[src/rtl/branch_sequencer.sv]
// rtl/branch_sequencer.sv - multi-cycle branch execute unit driving the datapath control word
module branch_sequencer #(
    parameter int DATA_WIDTH   = 64,
    parameter int LINK_REG     = 30,
    parameter int ZERO_REG     = 31,
    parameter int ENABLE_BCOND = 1
) (
    input  logic                  clock,
    input  logic                  reset_n,
    input  logic                  start,
    input  logic [31:0]           I,
    input  logic [4:0]            status,
    output logic                  busy,
    output logic                  done,
    output logic                  illegal,
    output logic [32:0]           cw_IW,
    output logic [DATA_WIDTH-1:0] K
);

    typedef enum logic [2:0] {
        S_IDLE,
        S_LINK,
        S_TEST,
        S_BRANCH,
        S_BRANCH_REG,
        S_SKIP
    } state_t;

    localparam logic [4:0] ZERO_ADDR = 5'(ZERO_REG);
    localparam logic [4:0] LINK_ADDR = 5'(LINK_REG);
    localparam logic [4:0] FS_OR     = 5'b00100;
    localparam logic [4:0] FS_IDLE   = 5'b11111;

    state_t                  state, state_next;
    logic [DATA_WIDTH-1:0]   k_q;
    logic [4:0]              src_reg_q;
    logic                    cb_nz_q;
    logic                    illegal_q;

    logic is_b, is_bl, is_cbz, is_cbnz, is_bcond, is_br, legal, accept;
    logic [DATA_WIDTH-1:0]   imm_ext;

    // {N,Z,C,V} condition evaluation; odd codes invert the even test except AL/NV
    function automatic logic cond_holds(input logic [3:0] c, input logic [3:0] f);
        logic n, z, cf, v, r;
        {n, z, cf, v} = f;
        case (c[3:1])
            3'b000:  r = z;
            3'b001:  r = cf;
            3'b010:  r = n;
            3'b011:  r = v;
            3'b100:  r = cf & ~z;
            3'b101:  r = (n == v);
            3'b110:  r = ~z & (n == v);
            default: r = 1'b1;
        endcase
        if (c[0] && (c[3:1] != 3'b111))
            r = ~r;
        return r;
    endfunction

    always_comb begin
        is_b     = (I[31:26] == 6'b000101);
        is_bl    = (I[31:26] == 6'b100101);
        is_cbz   = (I[31:24] == 8'b10110100);
        is_cbnz  = (I[31:24] == 8'b10110101);
        is_bcond = (I[31:24] == 8'b01010100) && (ENABLE_BCOND != 0);
        is_br    = (I[31:21] == 11'b11010110000);
        legal    = is_b | is_bl | is_cbz | is_cbnz | is_bcond | is_br;
        accept   = (state == S_IDLE) && start && legal;

        imm_ext = '0;
        if (is_b || is_bl)
            imm_ext = {{(DATA_WIDTH-26){I[25]}}, I[25:0]};
        else if (is_cbz || is_cbnz || is_bcond)
            imm_ext = {{(DATA_WIDTH-19){I[23]}}, I[23:5]};
    end

    always_ff @(posedge clock or negedge reset_n) begin
        if (!reset_n) begin
            state     <= S_IDLE;
            k_q       <= '0;
            src_reg_q <= ZERO_ADDR;
            cb_nz_q   <= 1'b0;
            illegal_q <= 1'b0;
        end else begin
            state     <= state_next;
            illegal_q <= (state == S_IDLE) && start && !legal;
            if (accept) begin
                k_q       <= imm_ext;
                src_reg_q <= is_br ? I[9:5] : I[4:0];
                cb_nz_q   <= I[24];
            end
        end
    end

    logic       alu_en, alu_bs, rf_w, pc_en, pc_is;
    logic [4:0] alu_fs, rf_sa, rf_sb, rf_da;
    logic [1:0] pc_fs, next_st;

    always_comb begin
        state_next = state;
        alu_en     = 1'b0;
        alu_bs     = 1'b0;
        alu_fs     = FS_IDLE;
        rf_sa      = ZERO_ADDR;
        rf_sb      = ZERO_ADDR;
        rf_da      = ZERO_ADDR;
        rf_w       = 1'b0;
        pc_en      = 1'b0;
        pc_fs      = 2'b00;
        pc_is      = 1'b0;
        next_st    = 2'b00;
        done       = 1'b0;

        case (state)
            S_IDLE: begin
                if (accept) begin
                    if (is_b)
                        state_next = S_BRANCH;
                    else if (is_bl)
                        state_next = S_LINK;
                    else if (is_cbz || is_cbnz)
                        state_next = S_TEST;
                    else if (is_br)
                        state_next = S_BRANCH_REG;
                    else
                        state_next = cond_holds(I[3:0], status[3:0]) ? S_BRANCH : S_SKIP;
                end
            end
            S_LINK: begin
                pc_en      = 1'b1;
                rf_da      = LINK_ADDR;
                rf_w       = 1'b1;
                next_st    = 2'b11;
                state_next = S_BRANCH;
            end
            S_TEST: begin
                alu_fs     = FS_OR;
                rf_sa      = src_reg_q;
                next_st    = 2'b11;
                // live ALU zero flag decides taken: CBZ wants 1, CBNZ wants 0
                state_next = (cb_nz_q ^ status[4]) ? S_BRANCH : S_SKIP;
            end
            S_BRANCH: begin
                pc_fs      = 2'b11;
                pc_is      = 1'b1;
                done       = 1'b1;
                state_next = S_IDLE;
            end
            S_BRANCH_REG: begin
                alu_en     = 1'b1;
                alu_fs     = FS_OR;
                rf_sa      = src_reg_q;
                pc_fs      = 2'b10;
                done       = 1'b1;
                state_next = S_IDLE;
            end
            S_SKIP: begin
                pc_fs      = 2'b01;
                done       = 1'b1;
                state_next = S_IDLE;
            end
            default: state_next = S_IDLE;
        endcase
    end

    assign cw_IW   = {alu_en, alu_bs, alu_fs, 1'b0, rf_sa, rf_sb, rf_da, rf_w,
                      1'b0, 1'b0, pc_en, pc_fs, pc_is, 1'b0, next_st};
    assign busy    = (state != S_IDLE);
    assign illegal = illegal_q;
    assign K       = (state == S_IDLE) ? '0 : k_q;

endmodule

[config.mk]
export PLATFORM = sky130hd
export DESIGN_NAME = branch_sequencer
export DESIGN_NICKNAME = d
export VERILOG_FILES = /design/src/rtl/branch_sequencer.sv
export SDC_FILE = /design/constraint.sdc
export NUM_CORES = 1
export LEC_CHECK = 0
export CAP_MARGIN = 20
export CELL_PAD_IN_SITES_DETAIL_PLACEMENT = 0
export CELL_PAD_IN_SITES_GLOBAL_PLACEMENT = 1
export CORE_MARGIN = 10
export CORE_UTILIZATION = 25
export DETAILED_ROUTE_END_ITERATION = 8
export PLACE_DENSITY_LB_ADDON = 0.1
export SLEW_MARGIN = 20
export SYNTH_ARGS = -nofsm -noshare
export SYNTH_HDL_FRONTEND = slang
export SYNTH_SLANG_ARGS = --single-unit
[constraint.sdc]
create_clock -name clock -period 6.9 [get_ports clock]
set_clock_uncertainty 0.15 [all_clocks]
set_input_delay 1.38 -clock clock [delete_from_list [all_inputs] [get_ports clock]]
set_output_delay 1.38 -clock clock [all_outputs]
set_load 0.01 [all_outputs]
==> results of run 1 <==
==> per-stage QoR <==
step	power (W)	hold slack, ps
2_1_floorplan	0.000826	291
3_3_place_gp	0.00115	299
3_5_place_dp	0.00115	309
4_1_cts	0.00134	328
5_1_grt	0.00141	343
6_report	0.00132	320
==> flip-flops by register name, summed over array words and instances, names as in the netlist <==
name	count
illegal	1
k_q	26
cb_nz_q	1
src_reg_q	5
state	3
==> how the worst max path moves through the flow <==
stage / startpoint / endpoint / slack [ps] / cells after the start
floorplan: state[2] / K[26] / 2740 / 5
global placement: state[1] / K[29] / 2790 / 4
detailed placement: state[1] / K[26] / 2700 / 4
CTS: state[1] / K[26] / 2370 / 4
global route: state[1] / K[48] / 2580 / 4
finish: state[1] / K[26] / 2850 / 4
==> critical path, cell delays in order, from the launching register on <==
cell,delay (ps)
dfrtp_1,610
nor3_4,70
buf_4,260
nor2b_4,600
clkdlybuf4s50_1,680
==> kinds of logic (layout without fill, tap and decap cells) <==
kind of cell,count (synthesis),count (layout),share of synthesized area (%)
compound gates,63,63,18.6
buf+inv,84,142,21.2
other cells,2,15,0.276
flops,36,36,33.3
xor+xnor,4,4,1.29
simple gates,74,74,18.9
mux,16,16,6.47
==> cells in the mapped netlist (2+ instances only) <==
library cell / instances / share of area, %
buf_6: 3 / 1.2
a221o_1: 7 / 2.6
dfrtp_1: 31 / 28
mux2_2: 5 / 2.1
dfstp_2: 5 / 4.8
mux2i_1: 3 / 1.1
nand2b_1: 9 / 2.1
nand3_1: 6 / 1.1
inv_1: 8 / 1.1
mux2_1: 8 / 3.3
nor4b_4: 2 / 1.7
and3b_1: 2 / 0.64
conb_1: 2 / 0.28
buf_2: 2 / 0.37
xnor2_1: 2 / 0.64
and2_1: 2 / 0.46
o21ai_0: 4 / 0.73
nor2_1: 5 / 0.69
a22o_1: 18 / 5.8
nor3_1: 2 / 0.37
nor2b_1: 28 / 6.4
nand2_1: 7 / 0.96
buf_4: 63 / 17
xor2_1: 2 / 0.64
a21o_1: 17 / 4.7
a21oi_1: 7 / 1.3
clkbuf_1: 7 / 0.96
==> cells in the final DEF (no fill, tap or decap), drive strengths merged, types with 4 or more instances in the layout <==
cell type and n:
a21o 17, a21oi 7, a221o 7, a22o 18
clkbuf 6, clkdlybuf4s50 123, conb 15, dfrtp 31
dfstp 5, inv 8, mux2 13, nand2 7
nand2b 9, nand3 7, nor2 5, nor2b 28
o21ai 4
==> routing by layer <==
layer | share of wire, % | vias up
met5 | 0 | -
met3 | 8.2 | 2
met1 | 43 | 1034
li1 | - | 1040
met2 | 48 | 83
met4 | 0.61 | 0
==> final cells by class <==
type	count	area, um2
Clock buffer	6	72.6
Clock inverter	2	35.0
Fill cell	1132	6970
Inverter	8	30.0
Multi-Input combinational cell	172	1300
Sequential cell	36	907
Tap cell	140	175
Timing Repair Buffer	126	1250
==> power by group <==
group / internal, W / switching, W
Clock: 0.000107 / 0.0000777
Sequential: 0.000308 / 0.0000574
Combinational: 0.000431 / 0.000334
Total: 0.000846 / 0.000469
==> reports/results.ini, run 1 <==
[clock_network]
cts_hold_buf=0
path_clk_slew_ps=80
cts_buffer_depth=2
cts_root_buffer=clkbuf_8
htree_levels=2
cts_buffers=5
cts_resized=0
cts_tree=yes
clkLatencyLatePin_ps=280
cts_sinks=36
postCtsSetupBuffers=0

[sta]
rsz0062_at_grt=false
post-route-period-util_pct=58.7
report.final.hold_viol_count=0
final.setup.worst_slack_ps=2850
worst_pin_slew_ps=840
setup_viol=0
timing.slew.headroom_pct=43.9
maxSlewViolCount=0
max_freq_mhz=247
fin_crit_ps=4050
finalSetupTns_ps=0

[critical_path]
r2r_start=state[1]
critPathMaxFanout=39
r2r_end=k_q[21]
cp.required_ps=5370
arrival_ps=2520
rrSetupSlack_ps=4090
path_class=flop to output port
reg2reg_depth=6
crit_path_end_kind=output port
critPathLaunchType=flop

[placed_design]
gp_congestion=0.722
postPlaceCellArea_mm2=0.00366
dpl.hpwl_um=6470
numPortBuffers=124
dp.cells=482
dp_slack_ps=2700

[routing]
first_pass_iters=5
post_drt_via_cell_ratio=4.41
drc_errors=0
wirelength_um=8390
ant_nets=0
wire_per_inst_um=17.1
drt-initial-drc-count=64
num_vias=2159

[global_routing]
grt_pass1_wl_um=13100
grt_pass1_vias=2244
top_usage_layer=met2
gr-usage-met2_pct=16.5
grt_use_met1_pct=12.7
grt_usage_pct=10.3
grt_max_degree=40
antenna_found_initial=0
grt_overflow_total=0
gr-usage-met3_pct=4.00

[finish]
stdcell_count=490
final_area_mm2=0.00377
area_growth_syn_to_layout_pct=38.5
drive_gt1_share_pct=8.57
final_util_pct=35.1
nets=389
antennaDiodeCount=0

[synthesis]
synth-edff-count=0
syn_avg_cell_area_um2=9.77
synth_cells=279
synth-async-reset-ratio_pct=100
ys.flop_type=dfrtp_1
synth_cell_types=49
synth_seq_cells=36
ys_seq_area_share_pct=33.3
syn_area_mm2=0.00273
synth_warnings=0

[job]
drv_cap=0

[floorplan]
initial_core_util_pct=25.4
die_h_um=124
core_mm2=0.0107
io_pins=140
fp.dieArea_mm2=0.0155
rows=38
dieWidth_um=124

[status]
status=completed

[min_path]
hp-class=flop to flop
hold_path_end=k_q[1]
hp-start=k_q[1]
hold_depth=1

[power_and_ir_drop]
power.leakage_nw=1.63
ir_drop_mv=0.156
power_density_mw_per_mm2=348

No activity file was read; power rests on OpenSTA's default activity.
==> inputs of run 2 (changes only) <==
==> constraint.sdc (replaced) <==
create_clock -name clock -period 3.8 [get_ports clock]
set_clock_uncertainty 0.15 [all_clocks]
set_input_delay 0.76 -clock clock [delete_from_list [all_inputs] [get_ports clock]]
set_output_delay 0.76 -clock clock [all_outputs]
set_load 0.01 [all_outputs]
==> run 2 against run 1 <==
  * Critical path depth is the same
  * Flip-flop and latch count is the same
  * Combinational power grew 83%
  * Final area grew 0.76%
  * First-iteration DRC count grew 34%
  * Cell count grew 0.82%
  * Non-clock buffer count grew 4
  * Die area is the same
  * Core utilization grew 0.27 points
  * Largest cell class unchanged
==> reports/results.ini, run 2 (synthesized netlist as in run 1, its figures left out) <==
[global_routing]
grt_overflow_total=0
grt_usage_pct=10.6
antenna_found_initial=0
grt_pass1_vias=2362
grt_max_degree=40
grt_pass1_wl_um=13500

[clock_network]
cts_root_buffer=clkbuf_8
htree_levels=2
postCtsSetupBuffers=0
cts_resized=0
cts_tree=yes
clkLatencyLatePin_ps=280
cts_sinks=36
cts_hold_buf=0
path_clk_slew_ps=80
cts_buffer_depth=2
cts_buffers=5

[sta]
finalSetupTns_ps=0
timing.slew.headroom_pct=40.9
setup_viol=0
max_freq_mhz=311
rsz0062_at_grt=false
maxSlewViolCount=0
fin_crit_ps=3220
report.final.hold_viol_count=0
post-route-period-util_pct=84.7
worst_pin_slew_ps=887

[placed_design]
postPlaceCellArea_mm2=0.00369
dpl.hpwl_um=6640
numPortBuffers=124
gp_congestion=0.720

[routing]
wire_per_inst_um=17.2
wirelength_um=8480
num_vias=2202
drc_errors=0
ant_nets=0
first_pass_iters=4
post_drt_via_cell_ratio=4.46
drt-initial-drc-count=86

[finish]
area_growth_syn_to_layout_pct=39.6
top_register=k_q
largest_reg_flops=26
drive_gt1_share_pct=9.89
antennaDiodeCount=0
final_common_cell=clkdlybuf4s50_1
multi_input_area_mm2=0.00130
fill_cells=1140
final_area_mm2=0.00380
reg_top3=k_q (26), src_reg_q (5), state (3)
layout_common_cells=clkdlybuf4s50_1 (123), dfrtp_1 (31), nor2b_1 (27)
seqCellArea_um2=907
nets=393

[job]
drv_cap=0

[min_path]
hold_depth=1
hp-start=k_q[4]
hold_path_end=k_q[4]
hp-class=flop to flop

[floorplan]
fp.dieArea_mm2=0.0155
initial_core_util_pct=25.4
core_mm2=0.0107
dieWidth_um=124
rows=38
die_h_um=124
io_pins=140

[power_and_ir_drop]
ir_drop_mv=0.226
power.leakage_nw=1.65
power_density_mw_per_mm2=632

[critical_path]
cp.required_ps=2890
critPathMaxFanout=12
r2r_end=k_q[12]
r2r_start=state[1]
arrival_ps=2310
crit_path_end_kind=output port
reg2reg_depth=7
path_class=flop to output port
critPathLaunchType=flop
rrSetupSlack_ps=1380

[status]
status=completed

-- run 2: changes by cell type in the layout (fill, tap and decap cells not counted), sizes merged --
cell	delta
buf	+4
clkbuf	-1
clkinvlp	+1
-- run 2: layout make-up --
type                       instances  area share (%)
sequential                        36            23.8
clock buffer                       5            1.81
inverter                           8           0.789
clock inverter                     3            1.12
timing repair buffer             130            33.7
tap                              140            4.61
multi-input combinational        172            34.1
-- run 2: metal layers --
layer,vias to the layer above,GRT usage [%],part of all wire (%)
met2,83,17.4,47
met5,-,0,0
met1,1065,12.8,44
met3,4,3.87,8.0
met4,0,2.54,0.74
li1,1050,-,-
-- run 2: how the worst max path moves through the flow --
stage                        start   endpoint  slack (ps)
after floorplan           state[2]      K[26]         260
after global placement       I[31]    k_q[20]         590
after detailed placement     I[31]    k_q[20]         510
after CTS                 state[1]  cw_IW[27]         480
after global routing      state[1]  cw_IW[29]         400
final                     state[1]  cw_IW[27]         580
-- run 2: report_power, final --
group          switching (W)  internal [W]  leakage [nW]  total, W
clock               0.000145      0.000194        0.0541  0.000340
sequential          0.000103      0.000559         0.462  0.000662
combinational       0.000609      0.000794          1.13   0.00140
total               0.000857       0.00155          1.65   0.00240
-- run 2: critical path: stages (launching register included) --
cell and delay [ps]:
dfrtp_1 610, xor2_1 190, nor2b_1 520, inv_1 170, clkdlybuf4s50_1 530
-- run 2: metrics by stage --
| stage | setup WS (ps) | total power [W] | hold WS [ps] | cells | util (%) |
|---|---|---|---|---|---|
| after floorplan | 259 | 0.00150 | 291 | 292 | - |
| after global placement | 593 | 0.00211 | 302 | 486 | 34.4 |
| after detailed placement | 506 | 0.00211 | 308 | 486 | 34.4 |
| after CTS | 483 | 0.00246 | 327 | 494 | 35.4 |
| after global routing | 398 | 0.00258 | 352 | 494 | 35.4 |
| final | 581 | 0.00240 | 321 | 494 | 35.4 |
